`config.mk`:
```
export PLATFORM = sky130hd
export DESIGN_NAME = seed_writer
export DESIGN_NICKNAME = d
export VERILOG_FILES = /design/src/rtl/seed_writer.sv
export SDC_FILE = /design/constraint.sdc
export NUM_CORES = 2
export LEC_CHECK = 0
export ABC_AREA = 1
export BUFFER_PORTS_ARGS = -buffer_cell sky130_fd_sc_hd__buf_4
export CAP_MARGIN = 15
export CORE_AREA = 2 2 432 434
export DETAILED_ROUTE_END_ITERATION = 10
export DIE_AREA = 0 0 434 436
export HOLD_SLACK_MARGIN = 0.03
export SLEW_MARGIN = 20
export SYNTH_ARGS = -nofsm -noshare
export SYNTH_HDL_FRONTEND = slang
export SYNTH_SLANG_ARGS = --single-unit
export TNS_END_PERCENT = 10
```
`constraint.sdc`:
```
create_clock -name clk -period 41.9 [get_ports clk]
set_input_delay 8.38 -clock clk [delete_from_list [all_inputs] [get_ports clk]]
set_output_delay 8.38 -clock clk [all_outputs]
set_load 0.005 [all_outputs]
```
`src/rtl/seed_writer.sv`:
```
// Seed loader: assembles sixteen 64-bit squeeze words into rho, rho' and K,
// emitting one registered write pulse per completed field.
module seed_writer #(
   parameter int W_WORD = 64
) (
   input  logic                clk,
   input  logic                reset,
   input  logic                start,
   input  logic                in_valid,
   input  logic [W_WORD-1:0]   in_data,
   output logic                in_ready,
   output logic                Rho_en,
   output logic [4*W_WORD-1:0] Rho_din,
   output logic                Rho_prime_en,
   output logic [8*W_WORD-1:0] Rho_prime_din,
   output logic                Kata_en,
   output logic [4*W_WORD-1:0] Kata_din,
   output logic                busy,
   output logic                done
);

   typedef enum logic [1:0] {S_IDLE, S_LD_RHO, S_LD_RHOP, S_LD_KATA} state_t;

   state_t              r_state;
   state_t              w_next;
   logic [3:0]          r_cnt;
   logic [4*W_WORD-1:0] r_rho;
   logic [8*W_WORD-1:0] r_rhop;
   logic [4*W_WORD-1:0] r_kata;
   logic                r_rho_en;
   logic                r_rhop_en;
   logic                r_kata_en;
   logic                w_hs;
   logic                w_load;
   logic                w_rho_last;
   logic                w_rhop_last;
   logic                w_kata_last;
   logic [2:0]          w_pidx;

   always_ff @(posedge clk or posedge reset) begin
      if (reset) r_state <= S_IDLE;
      else       r_state <= w_next;
   end

   always_comb begin
      w_next = r_state;
      case (r_state)
         S_IDLE:    if (start)       w_next = S_LD_RHO;
         S_LD_RHO:  if (w_rho_last)  w_next = S_LD_RHOP;
         S_LD_RHOP: if (w_rhop_last) w_next = S_LD_KATA;
         S_LD_KATA: if (w_kata_last) w_next = S_IDLE;
         default:                    w_next = S_IDLE;
      endcase
   end

   always_comb begin
      in_ready    = (r_state != S_IDLE);
      busy        = (r_state != S_IDLE);
      w_hs        = in_valid & in_ready;
      w_load      = (r_state == S_IDLE) & start;
      w_rho_last  = w_hs & (r_state == S_LD_RHO)  & (r_cnt == 4'd3);
      w_rhop_last = w_hs & (r_state == S_LD_RHOP) & (r_cnt == 4'd11);
      w_kata_last = w_hs & (r_state == S_LD_KATA) & (r_cnt == 4'd15);
   end

   // rho' lanes start at global word 4
   assign w_pidx = 3'(r_cnt - 4'd4);

   always_ff @(posedge clk or posedge reset) begin
      if (reset) begin
         r_rho_en  <= 1'b0;
         r_rhop_en <= 1'b0;
         r_kata_en <= 1'b0;
      end else begin
         r_rho_en  <= w_rho_last;
         r_rhop_en <= w_rhop_last;
         r_kata_en <= w_kata_last;
      end
   end

   always_ff @(posedge clk or posedge reset) begin
      if (reset) begin
         r_cnt  <= '0;
         r_rho  <= '0;
         r_rhop <= '0;
         r_kata <= '0;
      end else if (w_load) begin
         r_cnt  <= '0;
         r_rho  <= '0;
         r_rhop <= '0;
         r_kata <= '0;
      end else if (w_hs) begin
         r_cnt <= r_cnt + 4'd1;
         case (r_state)
            S_LD_RHO:
               for (int i = 0; i < 4; i++)
                  if (r_cnt[1:0] == 2'(i)) r_rho[i*W_WORD +: W_WORD] <= in_data;
            S_LD_RHOP:
               for (int i = 0; i < 8; i++)
                  if (w_pidx == 3'(i)) r_rhop[i*W_WORD +: W_WORD] <= in_data;
            S_LD_KATA:
               for (int i = 0; i < 4; i++)
                  if (r_cnt[1:0] == 2'(i)) r_kata[i*W_WORD +: W_WORD] <= in_data;
            default: ;
         endcase
      end
   end

   assign Rho_en        = r_rho_en;
   assign Rho_prime_en  = r_rhop_en;
   assign Kata_en       = r_kata_en;
   assign done          = r_kata_en;
   assign Rho_din       = r_rho;
   assign Rho_prime_din = r_rhop;
   assign Kata_din      = r_kata;

endmodule

```
==> impl_metrics.yaml <==
floorplanning:
  dieHeight_um: 436
  core_area_um2: 185000
  io_pins: 1098
  dieArea_um2: 189000
  die_x_um: 434
  start_util_pct: 20.5
  rows: 158
route:
  post_drt_wl_per_cell_um: 22.2
  wl_um: 162000
  drt_iter0_markers: 2219
  vias_per_cell: 4.17
  firstDrtPassIters: 6
  ant_nets: 0
  vias: 30400
  remaining_drc_errors: 0
timing:
  maxSlewViolCount: 0
  final_hold_viol_count: 0
  rsz0062_at_grt: "no"
  final.setup.tns_ns: 0
  min_period_ns: 11.94
  finalSetupViolCount: 0
  max_slew_margin_pct: 18.8
  tightest_slew_ns: 1.22
  max_freq_mhz: 83.8
  fin_skew_ns: 0.0378
  hold-worst-slack_ns: 0.470
  fin_crit_sh_pct: 28.5
worst_setup_path:
  critical_path_class: "in2async"
  endpoint_kind: "asynchronous set/reset pin"
  cp_data_arrival_time_ns: 12.71
  worstPathMaxFanout: 142
  required_ns: 42.67
  startpoint_type: "input pin"
yosys:
  synth_compound_area_share_pct: 13.1
  ys_seq_area_share_pct: 68.3
  synth_edf_count: 0
  synth_warnings: 0
  ys_seq_elements: 1033
  synth_xor_area_share_pct: 0
  synthMuxAreaShare_pct: 0
  synth-simple-area-share_pct: 12.7
  yosys.area.top_type: "dfrtp_1"
  synth_cells: 3726
  yosys_most_used_dff: "dfrtp_1"
  avgSynthCellArea_um2: 10.2
  synth_area_leaders: "dfrtp_1 68%, nand2_1 7.2%, o21ai_0 6.3%"
  async_reset_ff_share_pct: 100
  syn_area_um2: 37800
  synthAdderAreaFrac_pct: 0.364
  synth_top_family_by_area: "compound AO/OA/AOI/OAI gates"
  synthDistinctLibCells: 26
  synth_top_area_share_pct: 68.3
  syn_nets: 3805
placed_design:
  gp_congestion: 0.799
  numPortBuffers: 1097
  placed_area_um2: 48400
  hpwlAfterDp_um: 115000
grt:
  first_global_vias: 29600
  grt_overflow: 0
  grt_pass1_wl_um: 225000
  track_usage_pct: 16.6
  grt_start_max_net_pins: 169
  antenna_found_initial: 3
layout:
  layout-drive-gt1-share_pct: 28.9
  fin_util_pct: 28.3
  final_net_count: 4786
  finalInstanceArea_um2: 52300
  area_delta_synth_final_pct: 38.1
power:
  max-vdd-ir-drop_mv: 0.0475
  p_leak_uw: 0.0249
  powerDensity_nw_per_um2: 89.4
hold_path:
  hold_path_class: "reg2reg"
job:
  cap_violations: 0
clocking:
  cts_tree: "built"
  h-tree-depth: 3
  postCtsSetupBuffers: 0
  numCtsBuffers: 112
  hold_buffers: 0
  cts_root_buf: "clkbuf_16"
  clock_latency_ns: 0.74
  cts.sinks: 1033
  cts_buffer_depth: 3
  clk_pin_slew_ns: 0.06
  ctsResizeCount: 0
status:
  status: "completed"
==> kinds of logic (layout without fill, tap and decap cells) <==
kind of cell / count (synthesis) / after routing
flip-flops: 1033 / 1033
adder cells (fa/ha/maj): 11 / 11
AND/OR/NAND/NOR: 1252 / 1252
buffers and inverters: 448 / 1519
AO/OA/AOI/OAI: 982 / 982
other: 0 / 11
==> through the flow <==
stage                     std cells  power, uW  setup slack (ns)
after global placement         7073       3650             29.04
after detailed placement       7073       3690             28.95
after global routing           7278       4960             29.30
after floorplan                3726       2490              4.45
after CTS                      7277       4730             29.80
final                          7288       4670             29.96
==> placed cells by master (no fill, tap or decap), drive strengths merged <==
cell type     n
nand4         1
o21ai       523
nand3        67
ha           11
dfrtp      1033
o22ai         1
nand2       723
bufinv        6
clkbuf      166
diode        11
a31oi         7
clkinv       23
nor2        458
a21oi       449
nor3          1
o21bai        1
o31ai         1
inv         151
or2           2
buf        1171
clkinvlp      2
==> path summary, 6_finish.rpt <==
kind                                          startpoint                             end  slack, ns  cells after the start
max reg2reg                       r_state[1]$_DFFE_PP0P_        Rho_din[233]$_DFFE_PP0P_      38.03                      9
min                        Rho_prime_din[49]$_DFFE_PP0P_   Rho_prime_din[49]$_DFFE_PP0P_       0.47                      2
min reg2reg                Rho_prime_din[49]$_DFFE_PP0P_   Rho_prime_din[49]$_DFFE_PP0P_       0.47                      2
max in group clk                                   start        Kata_din[82]$_DFFE_PP0P_      31.07                      7
min in group asynchronous                          reset  Rho_prime_din[429]$_DFFE_PP0P_       7.69                      2
max                                                reset        Rho_din[255]$_DFFE_PP0P_      29.96                      7
==> state kept, by name (all words and copies together) (netlist names) <==
name,flops
Rho_en,1
r_cnt,4
Kata_din,256
Kata_en,1
Rho_din,256
Rho_prime_din,512
Rho_prime_en,1
r_state,2
==> synthesized netlist by cell type, types with 2 or more instances <==
library cell,number
o21ai_0,479
buf_2,216
or2_2,2
inv_1,138
nand2_1,721
clkbuf_1,28
inv_2,6
a21oi_1,448
nand2_4,2
dfrtp_1,1033
ha_1,11
nand3_1,67
o21ai_2,2
o21ai_1,42
buf_1,20
a31oi_1,7
nor2_1,456
buf_4,40
==> area by class of cell <==
class	count	area [um^2]
diodes	11	27.5
clock buffers	166	3320
clock inverters	38	508
fillers	19500	132000
inverters	144	548
multi-input cells	2245	10100
flip-flops and latches	1033	25800
well taps	2480	3100
repair buffers	1171	8820
==> per-layer routing <==
layer / up-vias / GRT usage (%) / share of wire, %
li1: 14000 / - / -
met1: 14900 / 19.1 / 38
met2: 1192 / 29.4 / 51
met3: 289 / 3.35 / 6.6
met4: 0 / 7.44 / 4.3
met5: - / 0 / 0
==> where the power goes <==
| group | leakage [uW] | switching (uW) | total [uW] | internal (uW) |
|---|---|---|---|---|
| combinational | 0.0106 | 1070 | 1900 | 828 |
| sequential | 0.0125 | 277 | 1750 | 1470 |
| clock | 0.00188 | 433 | 1020 | 588 |
==> critical path, stage by stage <==
cell	delay, ns
buf_4	0.13
inv_8	0.42
buf_4	0.67
buf_12	0.62
buf_4	0.77
buf_4	0.71
buf_4	0.71
(Power assumes the default switching activity.)
